### src/rtl/set_arb.sv
// set_arb: two-requester round-robin front end for a single SET engine.
// Optional engine timeout is enabled with the SET_ARB_TIMEOUT_EN macro.
module set_arb #(
  parameter int unsigned TO_CYCLES = 100
) (
  input  logic        clk,
  input  logic        rst,
  input  logic        req0_en,
  input  logic [23:0] req0_central,
  input  logic [11:0] req0_radius,
  input  logic [1:0]  req0_mode,
  output logic        req0_ready,
  input  logic        req1_en,
  input  logic [23:0] req1_central,
  input  logic [11:0] req1_radius,
  input  logic [1:0]  req1_mode,
  output logic        req1_ready,
  output logic        eng_en,
  output logic [23:0] eng_central,
  output logic [11:0] eng_radius,
  output logic [1:0]  eng_mode,
  input  logic        eng_busy,
  input  logic        eng_valid,
  input  logic [7:0]  eng_candidate,
  output logic        res_valid,
  output logic        res_id,
  output logic [7:0]  res_candidate,
  output logic        res_err
);

  localparam int unsigned CW = 24;
  localparam int unsigned RW = 12;
  localparam int unsigned MW = 2;

  typedef enum logic [1:0] {S_IDLE, S_LAUNCH, S_WAIT} state_t;

  state_t        r_state, w_state_nxt;
  logic [1:0]    r_pending;
  logic [CW-1:0] r_cen0, r_cen1;
  logic [RW-1:0] r_rad0, r_rad1;
  logic [MW-1:0] r_mode0, r_mode1;
  logic          r_gnt, r_last_gnt;

  logic w_acc0, w_acc1;
  logic w_grant, w_gnt_sel, w_launch, w_done, w_tmo;

`ifdef SET_ARB_TIMEOUT_EN
  localparam int unsigned CNT_W = $clog2(TO_CYCLES + 1);
  logic [CNT_W-1:0] r_to_cnt;
  logic             r_res_err;
  assign res_err = r_res_err;
`else
  logic w_unused_to;
  assign w_unused_to = ^32'(TO_CYCLES);
  assign res_err     = 1'b0;
`endif

  assign req0_ready = ~r_pending[0];
  assign req1_ready = ~r_pending[1];
  assign w_acc0     = req0_en & ~r_pending[0];
  assign w_acc1     = req1_en & ~r_pending[1];

  // Next-state and control decode
  always_comb begin
    w_state_nxt = r_state;
    w_grant     = 1'b0;
    w_gnt_sel   = r_gnt;
    w_launch    = 1'b0;
    w_done      = 1'b0;
    w_tmo       = 1'b0;
    case (r_state)
      S_IDLE: begin
        if (|r_pending) begin
          w_grant     = 1'b1;
          // With a single pending slot, bit 1 alone identifies it
          w_gnt_sel   = (&r_pending) ? ~r_last_gnt : r_pending[1];
          w_state_nxt = S_LAUNCH;
        end
      end
      S_LAUNCH: begin
        if (!eng_busy) begin
          w_launch    = 1'b1;
          w_state_nxt = S_WAIT;
        end
      end
      S_WAIT: begin
        if (eng_valid) begin
          w_done      = 1'b1;
          w_state_nxt = S_IDLE;
        end
`ifdef SET_ARB_TIMEOUT_EN
        else if (r_to_cnt == CNT_W'(TO_CYCLES - 1)) begin
          w_tmo       = 1'b1;
          w_state_nxt = S_IDLE;
        end
`endif
      end
      default: w_state_nxt = S_IDLE;
    endcase
  end

  always_ff @(posedge clk) begin
    if (rst) r_state <= S_IDLE;
    else     r_state <= w_state_nxt;
  end

  // Holding slots, grant bookkeeping, engine operands and result registers
  always_ff @(posedge clk) begin
    if (rst) begin
      r_pending     <= 2'b00;
      r_cen0        <= '0;
      r_cen1        <= '0;
      r_rad0        <= '0;
      r_rad1        <= '0;
      r_mode0       <= '0;
      r_mode1       <= '0;
      r_gnt         <= 1'b0;
      r_last_gnt    <= 1'b1;
      eng_en        <= 1'b0;
      eng_central   <= '0;
      eng_radius    <= '0;
      eng_mode      <= '0;
      res_valid     <= 1'b0;
      res_id        <= 1'b0;
      res_candidate <= '0;
    end else begin
      if (w_acc0) begin
        r_pending[0] <= 1'b1;
        r_cen0       <= req0_central;
        r_rad0       <= req0_radius;
        r_mode0      <= req0_mode;
      end else if ((w_done || w_tmo) && !r_gnt) begin
        r_pending[0] <= 1'b0;
      end

      if (w_acc1) begin
        r_pending[1] <= 1'b1;
        r_cen1       <= req1_central;
        r_rad1       <= req1_radius;
        r_mode1      <= req1_mode;
      end else if ((w_done || w_tmo) && r_gnt) begin
        r_pending[1] <= 1'b0;
      end

      if (w_grant) begin
        r_gnt       <= w_gnt_sel;
        r_last_gnt  <= w_gnt_sel;
        eng_central <= w_gnt_sel ? r_cen1  : r_cen0;
        eng_radius  <= w_gnt_sel ? r_rad1  : r_rad0;
        eng_mode    <= w_gnt_sel ? r_mode1 : r_mode0;
      end

      eng_en    <= w_launch;
      res_valid <= w_done | w_tmo;
      if (w_done) begin
        res_id        <= r_gnt;
        res_candidate <= eng_candidate;
      end else if (w_tmo) begin
        res_id        <= r_gnt;
        res_candidate <= '0;
      end
    end
  end

`ifdef SET_ARB_TIMEOUT_EN
  always_ff @(posedge clk) begin
    if (rst) begin
      r_to_cnt  <= '0;
      r_res_err <= 1'b0;
    end else begin
      if (w_launch)               r_to_cnt <= '0;
      else if (r_state == S_WAIT) r_to_cnt <= r_to_cnt + CNT_W'(1);
      if (w_done)     r_res_err <= 1'b0;
      else if (w_tmo) r_res_err <= 1'b1;
    end
  end
`endif

endmodule

### config.mk
export PLATFORM = sky130hd
export DESIGN_NAME = set_arb
export DESIGN_NICKNAME = d
export VERILOG_FILES = /design/src/rtl/set_arb.sv
export SDC_FILE = /design/constraint.sdc
export NUM_CORES = 1
export LEC_CHECK = 0
export CORE_ASPECT_RATIO = 0.6
export CORE_MARGIN = 3
export CORE_UTILIZATION = 25
export CTS_BUF_LIST = sky130_fd_sc_hd__clkbuf_8
export CTS_CLUSTER_SIZE = 14
export DETAILED_ROUTE_END_ITERATION = 8
export PLACE_DENSITY = 0.54
export SETUP_SLACK_MARGIN = 0.4
export SYNTH_ARGS = -nofsm -noshare
export SYNTH_HDL_FRONTEND = slang
export SYNTH_SLANG_ARGS = --single-unit
### constraint.sdc
create_clock -name clk -period 1.81 [get_ports clk]
set_input_delay 0.362 -clock clk [delete_from_list [all_inputs] [get_ports clk]]
set_output_delay 0.362 -clock clk [all_outputs]
set_load 0.02 [all_outputs]
==> metrics.log <==
[metrics] run status: finished clean
[metrics] number of cells after detailed placement: 996
[metrics] height of the die: 118 um
[metrics] end point of the critical path: eng_central[22]$_SDFFE_PP0P_
[metrics] shortest period the worst path allows: 1.44 ns
[metrics] FILL cells: 2,152
[metrics] Final GP Congestion: 0.715
[metrics] Worst Path Buf+Inv: 1
[metrics] Setup crit start: r_state[0]$_SDFFE_PP0P_
[metrics] count of pins over their slew limit: 0
[metrics] share of synthesized area occupied by flip-flops and latches: 0.498
[metrics] top area cells in the synthesized netlist: sky130_fd_sc_hd__dfxtp_1, sky130_fd_sc_hd__a21oi_1, sky130_fd_sc_hd__nand2_1
[metrics] hold buffer count at CTS: 0
[metrics] Setup Crit Path Kind: flip-flop to flip-flop
[metrics] Overflow after GRT: 0
[metrics] maximum fanout encountered on the critical timing path: 7
[metrics] clk sinks: 131
[metrics] clock tree root buffer cell: sky130_fd_sc_hd__clkbuf_8
[metrics] fraction of post-synthesis cell area in the top cell type by area: 0.498
[metrics] clock edge transition at the registers on the reported setup and hold paths: 0.09 ns
[metrics] final antenna-violating net count: 0
[metrics] pin count of the biggest net entering global routing: 54
[metrics] Hold Fails Final Rpt: 0
[metrics] per-cell via count in the routed design: 4.83
[metrics] final setup violation count: 0
[metrics] # rows: 40
[metrics] floorplan die area: 22,900 sq um
[metrics] startpoint of the most critical hold path: rst
[metrics] Critical Path Start Type: flip-flop
[metrics] Routed wire per std cell: 19.1 um
[metrics] core box area: 20,300 sq um
[metrics] global-route wire length before repair: 29.4 mm
[metrics] Total Nets Final: 853
[metrics] max_cap viols: 0
[metrics] r2r startpoint: r_state[0]$_SDFFE_PP0P_
[metrics] H-Tree Level Count: 4
[metrics] sort of element at the end of the critical path: flip-flop
[metrics] r2r worst-path depth: 4
[metrics] Post-Layout Cell Count: 1,049
[metrics] fraction of layout cells with a size suffix above 1: 0.226
[metrics] reported leakage power: 2.84 nW
[metrics] Critical Path AT: 1.76 ns
[metrics] buffer depth of the longest clock path: 2
[metrics] flip-flop and latch count after synthesis: 131
[metrics] total routing resource utilization after global routing: 0.164
[metrics] Final Instance Area: 7600 sq um
[metrics] detailed router's first-iteration violation count: 325
[metrics] boundary pin count: 142
[metrics] number of diodes added for antenna fixing: 0
[metrics] ratio of final minimum period to clock period: 0.795
[metrics] cell type of the slowest stage on the worst timing path: sky130_fd_sc_hd__or3b_4
[metrics] length of the first detailed-routing pass in iterations: 4
[metrics] cell-by-cell trace of the critical path: buf_4, or3b_4, o21ai_2, a311oi_2
[metrics] setup TNS after final layout: 0 ns
[metrics] minimum setup slack among reg-to-reg paths: 0.37 ns
[metrics] Largest delay share family, worst path: simple AND/OR/NAND/NOR gates
[metrics] TritonCTS clock tree: done
[metrics] PD cells: 1020 nW/um^2
[metrics] Worst Clk Skew: 0.0119 ns
[metrics] R2R Path End: eng_central[22]$_SDFFE_PP0P_
[metrics] dominant cell type by area after synthesis: sky130_fd_sc_hd__dfxtp_1
[metrics] area added between synthesis and finish: 44.2%
[metrics] maximum clock frequency: 695 MHz
[metrics] most frequent cells in the layout: sky130_fd_sc_hd__nand2_1, sky130_fd_sc_hd__dfxtp_1, sky130_fd_sc_hd__a21oi_1
[metrics] Port Buffers: 140
[metrics] setup repair after global routing missed its margin: yes
[metrics] Yosys warning count: 0
[metrics] initial antenna violation count: 0
[metrics] via count of the first global-routing pass: 5,010
[metrics] Netlist Area Pre-Place: 5270 sq um
[metrics] maximum ir drop on the vdd rail: 0.000503 V
[metrics] per-instance average area after synthesis: 8.37 sq um
[metrics] Chip Width: 193 um
[metrics] post-detailed-placement half-perimeter wirelength: 11.3 mm
[metrics] Net Count, Synth: 719
[metrics] initial core utilization: 0.259
[metrics] synth unique cells: 29
[metrics] number of buffers created by CTS: 17
[metrics] final routed DRC violation total: 0
[metrics] Crit path required time: 2.13 ns
[metrics] instance count of the mapped netlist: 629
[metrics] instance area at placement: 6990 sq um
[metrics] most frequent standard cell in the layout excluding fill and tap cells: sky130_fd_sc_hd__nand2_1
[metrics] worst-skew pair later-pin latency: 0.46 ns
[metrics] hold crit path type: input port to flip-flop
[metrics] stages on the worst setup path: 4
[metrics] Total Wirelength: 20.1 mm
[metrics] number of vias in the routed layout: 5,066
[metrics] Largest stage delay, worst path: 0.49 ns
[cell type report]
cell class              count  area [sq um]  area share
flip-flops and latches    131          2640       0.347
multi-input cells         435          2480       0.326
repair buffers            176          1700       0.224
well taps                 273           342      0.0450
clock buffers              20           275      0.0362
clock inverters            12           153      0.0201
inverters                   2          10.0     0.00132
[where the power goes]
| group | switching (W) | total (W) | leakage, nW | internal, W |
|---|---|---|---|---|
| registers | 0.000159 | 0.00328 | 1.08 | 0.00312 |
| clock network | 0.00125 | 0.00272 | 0.208 | 0.00147 |
| logic | 0.000996 | 0.00177 | 1.55 | 0.000775 |
[worst register-to-register path, stage by stage (launching register included)]
cell and delay [ns]:
sky130_fd_sc_hd__dfxtp_4 0.39, sky130_fd_sc_hd__buf_4 0.16, sky130_fd_sc_hd__or3b_4 0.49, sky130_fd_sc_hd__o21ai_2 0.16, sky130_fd_sc_hd__a311oi_2 0.11
[registers in the layout, indices dropped and copies added, names as in the netlist]
signal	count
eng_mode	2
r_mode0	2
res_id	1
r_gnt	1
eng_radius	12
r_rad1	12
r_state	2
r_cen0	24
r_last_gnt	1
r_pending	2
eng_en	1
r_mode1	2
r_rad0	12
eng_central	24
res_valid	1
r_cen1	24
res_candidate	8
[routing by layer]
layer	GRT usage	wire, um
met1	0.242	10400
met2	0.234	8290
met3	0.0462	1300
met4	0.0352	106
met5	0	0
[worst min-delay path by stage]
stage | to | depth (start not counted) | slack [ns]
floorplan | r_cen1[0]$_SDFFE_PP0P_ | 2 | 0.43
global placement | r_cen0[20]$_SDFFE_PP0P_ | 2 | 0.44
detailed placement | r_cen1[12]$_SDFFE_PP0P_ | 2 | 0.45
CTS | r_cen1[18]$_SDFFE_PP0P_ | 2 | 0.29
global route | r_cen1[18]$_SDFFE_PP0P_ | 2 | 0.30
finish | r_cen1[18]$_SDFFE_PP0P_ | 2 | 0.32
[through the flow]
| stage | total power, W | utilization | setup slack [ns] | hold slack, ns |
|---|---|---|---|---|
| floorplan | 0.00419 | - | 0.385 | 0.435 |
| global placement | 0.00493 | 0.344 | 0.152 | 0.444 |
| detailed placement | 0.00493 | 0.344 | 0.140 | 0.446 |
| CTS | 0.00764 | 0.358 | 0.319 | 0.294 |
| global route | 0.00811 | 0.374 | 0.343 | 0.302 |
| finish | 0.00777 | 0.374 | 0.371 | 0.321 |
[cell families (layout without fill, tap and decap cells)]
group           after synthesis  in the layout  synth area share
compound gates              199            199             0.241
other cells                   1              1          0.000712
flops                       131            131             0.498
simple gates                221            227             0.186
mux                           8              8            0.0152
buf+inv                      69            210            0.0594
[timing repair]
item,in CTS,in global routing
gates cloned,4,7
pin swaps,2,19
setup buffers,1,9
gates resized for setup,223,35
setup endpoints to repair,130,62
[synthesized netlist by cell type (all sizes together)]
cell	instances
o21ai	39
conb	1
buf	23
nand4	38
nand2b	4
nand4b	1
nor2	14
dfxtp	131
or3b	1
and2b	1
a311oi	38
a2bb2oi	1
clkbuf	44
o21bai	1
or2	1
nor3	2
mux2i	8
nor2b	2
nand2	154
nand3b	2
a21oi	120
inv	2
and2	1
Power figures use the tool's default switching activity.
